File: src/rtl/gcn_transform_scheduler_if.sv
// Handshake and memory-port bundle between the GCN
// transform scheduler and its environment.
interface gcn_transform_scheduler_if #(
  parameter int ADDRESS_WIDTH = 13,
  parameter int ROW_WIDTH     = 3,
  parameter int COL_WIDTH     = 2
);
  logic                     start;
  logic                     calc_done;
  logic                     enable_read;
  logic [ADDRESS_WIDTH-1:0] read_address;
  logic                     weight_load;
  logic                     feature_load;
  logic                     calc_en;
  logic                     result_write;
  logic [ROW_WIDTH-1:0]     write_row;
  logic [COL_WIDTH-1:0]     write_col;
  logic                     done;
  logic                     error;

  modport master (
    output start,
    output calc_done,
    input  enable_read,
    input  read_address,
    input  weight_load,
    input  feature_load,
    input  calc_en,
    input  result_write,
    input  write_row,
    input  write_col,
    input  done,
    input  error
  );

  modport slave (
    input  start,
    input  calc_done,
    output enable_read,
    output read_address,
    output weight_load,
    output feature_load,
    output calc_en,
    output result_write,
    output write_row,
    output write_col,
    output done,
    output error
  );
endinterface

File: src/rtl/gcn_transform_scheduler.sv
// Sequencer for the FM x WM transform stage: loads operands,
// hands off dot products and writes results into FM_WM.
module gcn_transform_scheduler #(
  parameter int FEATURE_ROWS          = 6,
  parameter int WEIGHT_COLS           = 3,
  parameter int ADDRESS_WIDTH         = 13,
  parameter int FEATURE_BASE          = 512,
  parameter int CALC_TIMEOUT          = 255,
  parameter int COUNTER_WEIGHT_WIDTH  = $clog2(WEIGHT_COLS),
  parameter int COUNTER_FEATURE_WIDTH = $clog2(FEATURE_ROWS)
) (
  input logic clk,
  input logic reset,
  gcn_transform_scheduler_if.slave bus
);

  localparam int TW = $clog2(CALC_TIMEOUT + 1);
  localparam int AW = ADDRESS_WIDTH;
  localparam int WW = COUNTER_WEIGHT_WIDTH;
  localparam int FW = COUNTER_FEATURE_WIDTH;

  localparam logic [TW-1:0] TMO_LAST = TW'(CALC_TIMEOUT - 1);
  localparam logic [FW-1:0] F_LAST   = FW'(FEATURE_ROWS - 1);
  localparam logic [WW-1:0] W_LAST   = WW'(WEIGHT_COLS - 1);
  localparam logic [AW-1:0] F_BASE   = AW'(FEATURE_BASE);

  typedef enum logic [2:0] {
    S_IDLE,
    S_LOAD_W,
    S_LOAD_F,
    S_CALC,
    S_WRITE,
    S_DONE
  } state_t;

  state_t        r_state;
  state_t        w_next;
  logic [WW-1:0] r_w_idx;
  logic [WW-1:0] w_w_nxt;
  logic [FW-1:0] r_f_idx;
  logic [FW-1:0] w_f_nxt;
  logic [TW-1:0] r_tmo;
  logic [TW-1:0] w_tmo_nxt;
  logic          r_error;
  logic          w_err_nxt;

  // state, index, timeout and error registers
  always_ff @(posedge clk) begin
    if (reset) begin
      r_state <= S_IDLE;
      r_w_idx <= '0;
      r_f_idx <= '0;
      r_tmo   <= '0;
      r_error <= 1'b0;
    end else begin
      r_state <= w_next;
      r_w_idx <= w_w_nxt;
      r_f_idx <= w_f_nxt;
      r_tmo   <= w_tmo_nxt;
      r_error <= w_err_nxt;
    end
  end

  // next-state and counter update logic
  always_comb begin
    w_next    = r_state;
    w_w_nxt   = r_w_idx;
    w_f_nxt   = r_f_idx;
    w_tmo_nxt = r_tmo;
    w_err_nxt = r_error;
    unique case (r_state)
      S_IDLE: begin
        if (bus.start) w_next = S_LOAD_W;
      end
      S_LOAD_W: begin
        w_next = S_LOAD_F;
      end
      S_LOAD_F: begin
        w_next    = S_CALC;
        w_tmo_nxt = '0;
      end
      S_CALC: begin
        if (bus.calc_done) begin
          w_next = S_WRITE;
        end else begin
          w_tmo_nxt = r_tmo + 1'b1;
          if (r_tmo == TMO_LAST) begin
            w_err_nxt = 1'b1;
            w_next    = S_DONE;
          end
        end
      end
      S_WRITE: begin
        if (r_f_idx != F_LAST) begin
          w_f_nxt = r_f_idx + 1'b1;
          w_next  = S_LOAD_F;
        end else if (r_w_idx != W_LAST) begin
          w_f_nxt = '0;
          w_w_nxt = r_w_idx + 1'b1;
          w_next  = S_LOAD_W;
        end else begin
          w_next = S_DONE;
        end
      end
      S_DONE: begin
        if (!bus.start) begin
          w_next    = S_IDLE;
          w_err_nxt = 1'b0;
          w_w_nxt   = '0;
          w_f_nxt   = '0;
        end
      end
      default: begin
        w_next = S_IDLE;
      end
    endcase
  end

  // Moore output decode from state, indices and error flag
  always_comb begin
    bus.enable_read  = 1'b0;
    bus.read_address = '0;
    bus.weight_load  = 1'b0;
    bus.feature_load = 1'b0;
    bus.calc_en      = 1'b0;
    bus.result_write = 1'b0;
    bus.write_row    = '0;
    bus.write_col    = '0;
    bus.done         = 1'b0;
    bus.error        = r_error;
    unique case (r_state)
      S_LOAD_W: begin
        bus.enable_read  = 1'b1;
        bus.read_address = AW'(r_w_idx);
        bus.weight_load  = 1'b1;
      end
      S_LOAD_F: begin
        bus.enable_read  = 1'b1;
        bus.read_address = F_BASE + AW'(r_f_idx);
        bus.feature_load = 1'b1;
      end
      S_CALC: begin
        bus.calc_en = 1'b1;
      end
      S_WRITE: begin
        bus.result_write = 1'b1;
        bus.write_row    = r_f_idx;
        bus.write_col    = r_w_idx;
      end
      S_DONE: begin
        bus.done = 1'b1;
      end
      default: begin
        bus.done = 1'b0;
      end
    endcase
  end

endmodule

File: src/flat_wrapper.sv
// flat-port wrapper written by rule: the top's interface ports become plain ports
module gcn_transform_scheduler_flat 
#(
  parameter int FEATURE_ROWS          = 6,
  parameter int WEIGHT_COLS           = 3,
  parameter int ADDRESS_WIDTH         = 13,
  parameter int FEATURE_BASE          = 512,
  parameter int CALC_TIMEOUT          = 255,
  parameter int COUNTER_WEIGHT_WIDTH  = $clog2(WEIGHT_COLS),
  parameter int COUNTER_FEATURE_WIDTH = $clog2(FEATURE_ROWS)
)
  (clk, reset, bus_start, bus_calc_done, bus_enable_read, bus_read_address, bus_weight_load, bus_feature_load, bus_calc_en, bus_result_write, bus_write_row, bus_write_col, bus_done, bus_error);
  gcn_transform_scheduler_if #(.ADDRESS_WIDTH(ADDRESS_WIDTH), .ROW_WIDTH(3), .COL_WIDTH(2)) bus_i ();
  input logic clk;
  input logic reset;
  input wire logic [$bits(bus_i.start)-1:0] bus_start;
  input wire logic [$bits(bus_i.calc_done)-1:0] bus_calc_done;
  output wire logic [$bits(bus_i.enable_read)-1:0] bus_enable_read;
  output wire logic [$bits(bus_i.read_address)-1:0] bus_read_address;
  output wire logic [$bits(bus_i.weight_load)-1:0] bus_weight_load;
  output wire logic [$bits(bus_i.feature_load)-1:0] bus_feature_load;
  output wire logic [$bits(bus_i.calc_en)-1:0] bus_calc_en;
  output wire logic [$bits(bus_i.result_write)-1:0] bus_result_write;
  output wire logic [$bits(bus_i.write_row)-1:0] bus_write_row;
  output wire logic [$bits(bus_i.write_col)-1:0] bus_write_col;
  output wire logic [$bits(bus_i.done)-1:0] bus_done;
  output wire logic [$bits(bus_i.error)-1:0] bus_error;
  assign bus_i.start = bus_start;
  assign bus_i.calc_done = bus_calc_done;
  assign bus_enable_read = bus_i.enable_read;
  assign bus_read_address = bus_i.read_address;
  assign bus_weight_load = bus_i.weight_load;
  assign bus_feature_load = bus_i.feature_load;
  assign bus_calc_en = bus_i.calc_en;
  assign bus_result_write = bus_i.result_write;
  assign bus_write_row = bus_i.write_row;
  assign bus_write_col = bus_i.write_col;
  assign bus_done = bus_i.done;
  assign bus_error = bus_i.error;
  gcn_transform_scheduler #(.FEATURE_ROWS(FEATURE_ROWS), .WEIGHT_COLS(WEIGHT_COLS), .ADDRESS_WIDTH(ADDRESS_WIDTH), .FEATURE_BASE(FEATURE_BASE), .CALC_TIMEOUT(CALC_TIMEOUT), .COUNTER_WEIGHT_WIDTH(COUNTER_WEIGHT_WIDTH), .COUNTER_FEATURE_WIDTH(COUNTER_FEATURE_WIDTH)) u_core (.clk(clk), .reset(reset), .bus(bus_i));
endmodule
File: config.mk
export PLATFORM = sky130hd
export DESIGN_NAME = gcn_transform_scheduler_flat
export DESIGN_NICKNAME = d
export VERILOG_FILES = /design/src/rtl/gcn_transform_scheduler_if.sv /design/src/rtl/gcn_transform_scheduler.sv /design/src/flat_wrapper.sv
export SDC_FILE = /design/constraint.sdc
export NUM_CORES = 1
export LEC_CHECK = 0
export BUFFER_PORTS_ARGS = -buffer_cell sky130_fd_sc_hd__buf_2
export CAP_MARGIN = 20
export CORE_MARGIN = 2
export CORE_UTILIZATION = 40
export CTS_CLUSTER_SIZE = 28
export DETAILED_ROUTE_END_ITERATION = 8
export GPL_TIMING_DRIVEN = 0
export PLACE_DENSITY_LB_ADDON = 0.25
export SLEW_MARGIN = 30
export SYNTH_ARGS = -nofsm -noshare
export SYNTH_HDL_FRONTEND = slang
export SYNTH_SLANG_ARGS = --single-unit
File: constraint.sdc
create_clock -name clk -period 1.6 [get_ports clk]
set_input_delay 0.08 -clock clk [delete_from_list [all_inputs] [get_ports clk]]
set_output_delay 0.08 -clock clk [all_outputs]
set_load 0.05 [all_outputs]
==> flow_summary.ini <==
[run_status]
run_status = finished clean

[die]
core_ar_sq_mm = 0.00269
rows = 19
floorplan.die_area_sq_mm = 0.00320
initial_utilization_pct = 41.2
io_pins = 29
dieWidth_microns = 56.6
dieHeight_microns = 56.6

[global_route]
globalRoute.totalOverflow = 0
number_of_global_route_vias_before_repair = 965
wire_length_of_the_first_global_routing_pass_microns = 4310
grt_use_met3_pct = 3.46
grt_antenna_before_repair = 0
gr-usage-met2_pct = 29.1
grt_start_max_net_pins = 12
gr-usage-met1_pct = 21.4
most_crowded_layer_gr = met2
gr-usage-all-layers_pct = 16.7

[yosys]
synthFlopType = dfxtp_1
synth.yosys.warnings = 0
post-synth-top-area-cell = dfxtp_1
synth_enable_flop_cells = 0
distinct_cell_type_count_of_the_synthesized_netlist = 41
netlist_instances = 137
post_synth.cell_area_avg_sq_um = 8.07
synth-seq-area-share_pct = 30.8
synthArstFlopShare_pct = 0
synthDominantCellAreaShare_pct = 30.8
netlist_area_sq_mm = 0.00111
ys_ff_latch = 17
synth_most_common_cell = dfxtp_1
post_synth_main_area_contributors = dfxtp_1 (31%), buf_4 (6.8%), and2_1 (5.1%)
post_synth_most_frequent_cells = dfxtp_1 (17), nor2_1 (12), a21oi_1 (10), buf_4 (10), and2_1 (9)

[worst_setup_path]
cp_data_arrival_time_ps = 1770
critical_path_peak_fanout = 4
critical-path-max-stage-delay_ps = 430
critical_path_class = flop to flop
timing.critical_path.to_type = flop
crit_path_start_kind = flop
timing.critical_path.required_ps = 1830
slowest_stage = or4_4
series_of_cell_instances_along_the_critical_path = inv_2, ha_4, o31a_1, or4_4, a21oi_2

[pwr]
power_per_cell_area_mw_per_mm2 = 820
power.total_mw = 1.26
power.static_leakage_nw = 0.630
worst_ir_drop_vdd_v = 0.000591

[place]
routabilityCongestion = 0.807
dpl-instance-area_sq_mm = 0.00135
port_buffers = 19
dpl.hpwl_microns = 1870
placed_cells_incl_taps = 195

[route]
post_drt_via_cell_ratio = 5.16
detail_route.first_pass.iterations = 4
initialDrtViolationCount = 18
num_vias = 1047
detail-route-antenna-nets = 0
routed_wire_length_per_instance_microns = 12.7
drc_errors = 0
drt_wl_total_microns = 2570

[sta]
final_hold_viol_count = 0
final.min_clock_period_ps = 1540
report.final.slew_viol_count = 0
grt_setup_unrepaired = false
tns_ps = 0
report.final.setup_viol = 0
fin_skew_ps = 1.74
timing.final.crit_share_pct = 96.3
max_freq_ghz = 0.649

[final_layout]
net_count_final = 180
antenna_cells_inserted = 0
drive_gt1_share_pct = 43.6
area.growth.synth_to_final_pct = 38.6
fin_util_pct = 57.1
final_cells = 203
final_cell_area_sq_mm = 0.00153

[clock_tree]
ctsHtreeMaxLevel = 1
cts_hold_repair.buffers = 0
cts_inserted_buffers = 3
cts.sinks = 17
clk_pin_slew_ps = 120
clock_tree_from_tritoncts = yes
skew_pair_late_insertion_delay_ps = 290
cts-root-buf = clkbuf_4
worst_case_clock_buffer_depth = 2

[job]
max_cap_violations = 0

[worst_hold_path]
hold_class = primary input to flop
[repair_timing]
item / CTS / global route
buffers inserted: 3 / 2
setup endpoints to repair: 17 / 19
pin swaps: 1 / 5
gates cloned: 0 / 0
resized for setup: 18 / 29
[through the flow]
step	worst slack (ps)	hold slack [ps]
floorplan	-176	226
finish	58.9	73.8
global placement	18.7	379
CTS	-3.71	62.2
detailed placement	-19.2	379
global route	10.0	42.2
[report_power, final]
part / switching (mW) / internal, mW
clock: 0.157 / 0.0950
sequential: 0.0393 / 0.445
combinational: 0.314 / 0.208
total: 0.510 / 0.747
[logic make-up after synthesis]
logic type | count (synthesis) | synth area share, %
compound gates | 28 | 15.8
xor+xnor | 5 | 3.96
fa+ha+maj | 3 | 3.39
buf+inv | 20 | 10.6
flops | 17 | 30.8
mux | 1 | 1.02
other cells | 1 | 0.339
simple gates | 62 | 34.0
[registers in the layout (all words and copies together), names as in the netlist]
| name | flops |
|---|---|
| u_core.r_f_idx | 3 |
| u_core.r_tmo | 8 |
| u_core.bus.error | 1 |
| u_core.r_state | 3 |
| u_core.r_w_idx | 2 |
[layout make-up]
cell class,count,area (sq um)
Buffer,15,120
Fill cell,247,1150
Sequential cell,17,354
Multi-Input combinational cell,108,774
Clock inverter,1,7.51
Tap cell,31,38.8
Timing Repair Buffer,24,200
Clock buffer,3,22.5
Inverter,4,15.0
[worst paths after layout]
| kind | slack [ps] | cells past startpoint | end | startpoint |
|---|---|---|---|---|
| hold / removal | 70 | 3 | u_core.r_state[2]$_SDFFE_PP0P_ | bus_start |
| setup / recovery | 60 | 5 | u_core.r_w_idx[0]$_SDFFE_PP0P_ | u_core.r_w_idx[0]$_SDFFE_PP0P_ |
| hold reg to reg | 500 | 2 | u_core.r_tmo[0]$_SDFFE_PP0P_ | u_core.r_tmo[0]$_SDFFE_PP0P_ |
| setup reg to reg | 60 | 5 | u_core.r_w_idx[0]$_SDFFE_PP0P_ | u_core.r_w_idx[0]$_SDFFE_PP0P_ |
[cells in the final DEF (no fill, tap or decap), types with 6 or more instances in the layout]
| cell | instances |
|---|---|
| a21oi_1 | 9 |
| o21ai_0 | 6 |
| buf_2 | 7 |
| nor2_1 | 11 |
| dfxtp_1 | 10 |
| nand2_1 | 6 |
| buf_4 | 19 |
| conb_1 | 9 |
| buf_6 | 7 |
[critical path: cells and delay by family (launching register included)]
kind            cells  cell delay (ps)
fa+ha+maj           1              150
buf+inv             1               60
flops               1              370
compound gates      2              460
simple gates        1              430
[metal layers]
metal	routed length [microns]	vias up
met5	0	-
met4	16	0
met3	93	2
met2	1300	19
met1	1160	493
li1	-	533
Note: power is estimated with default switching activity, not from simulation.
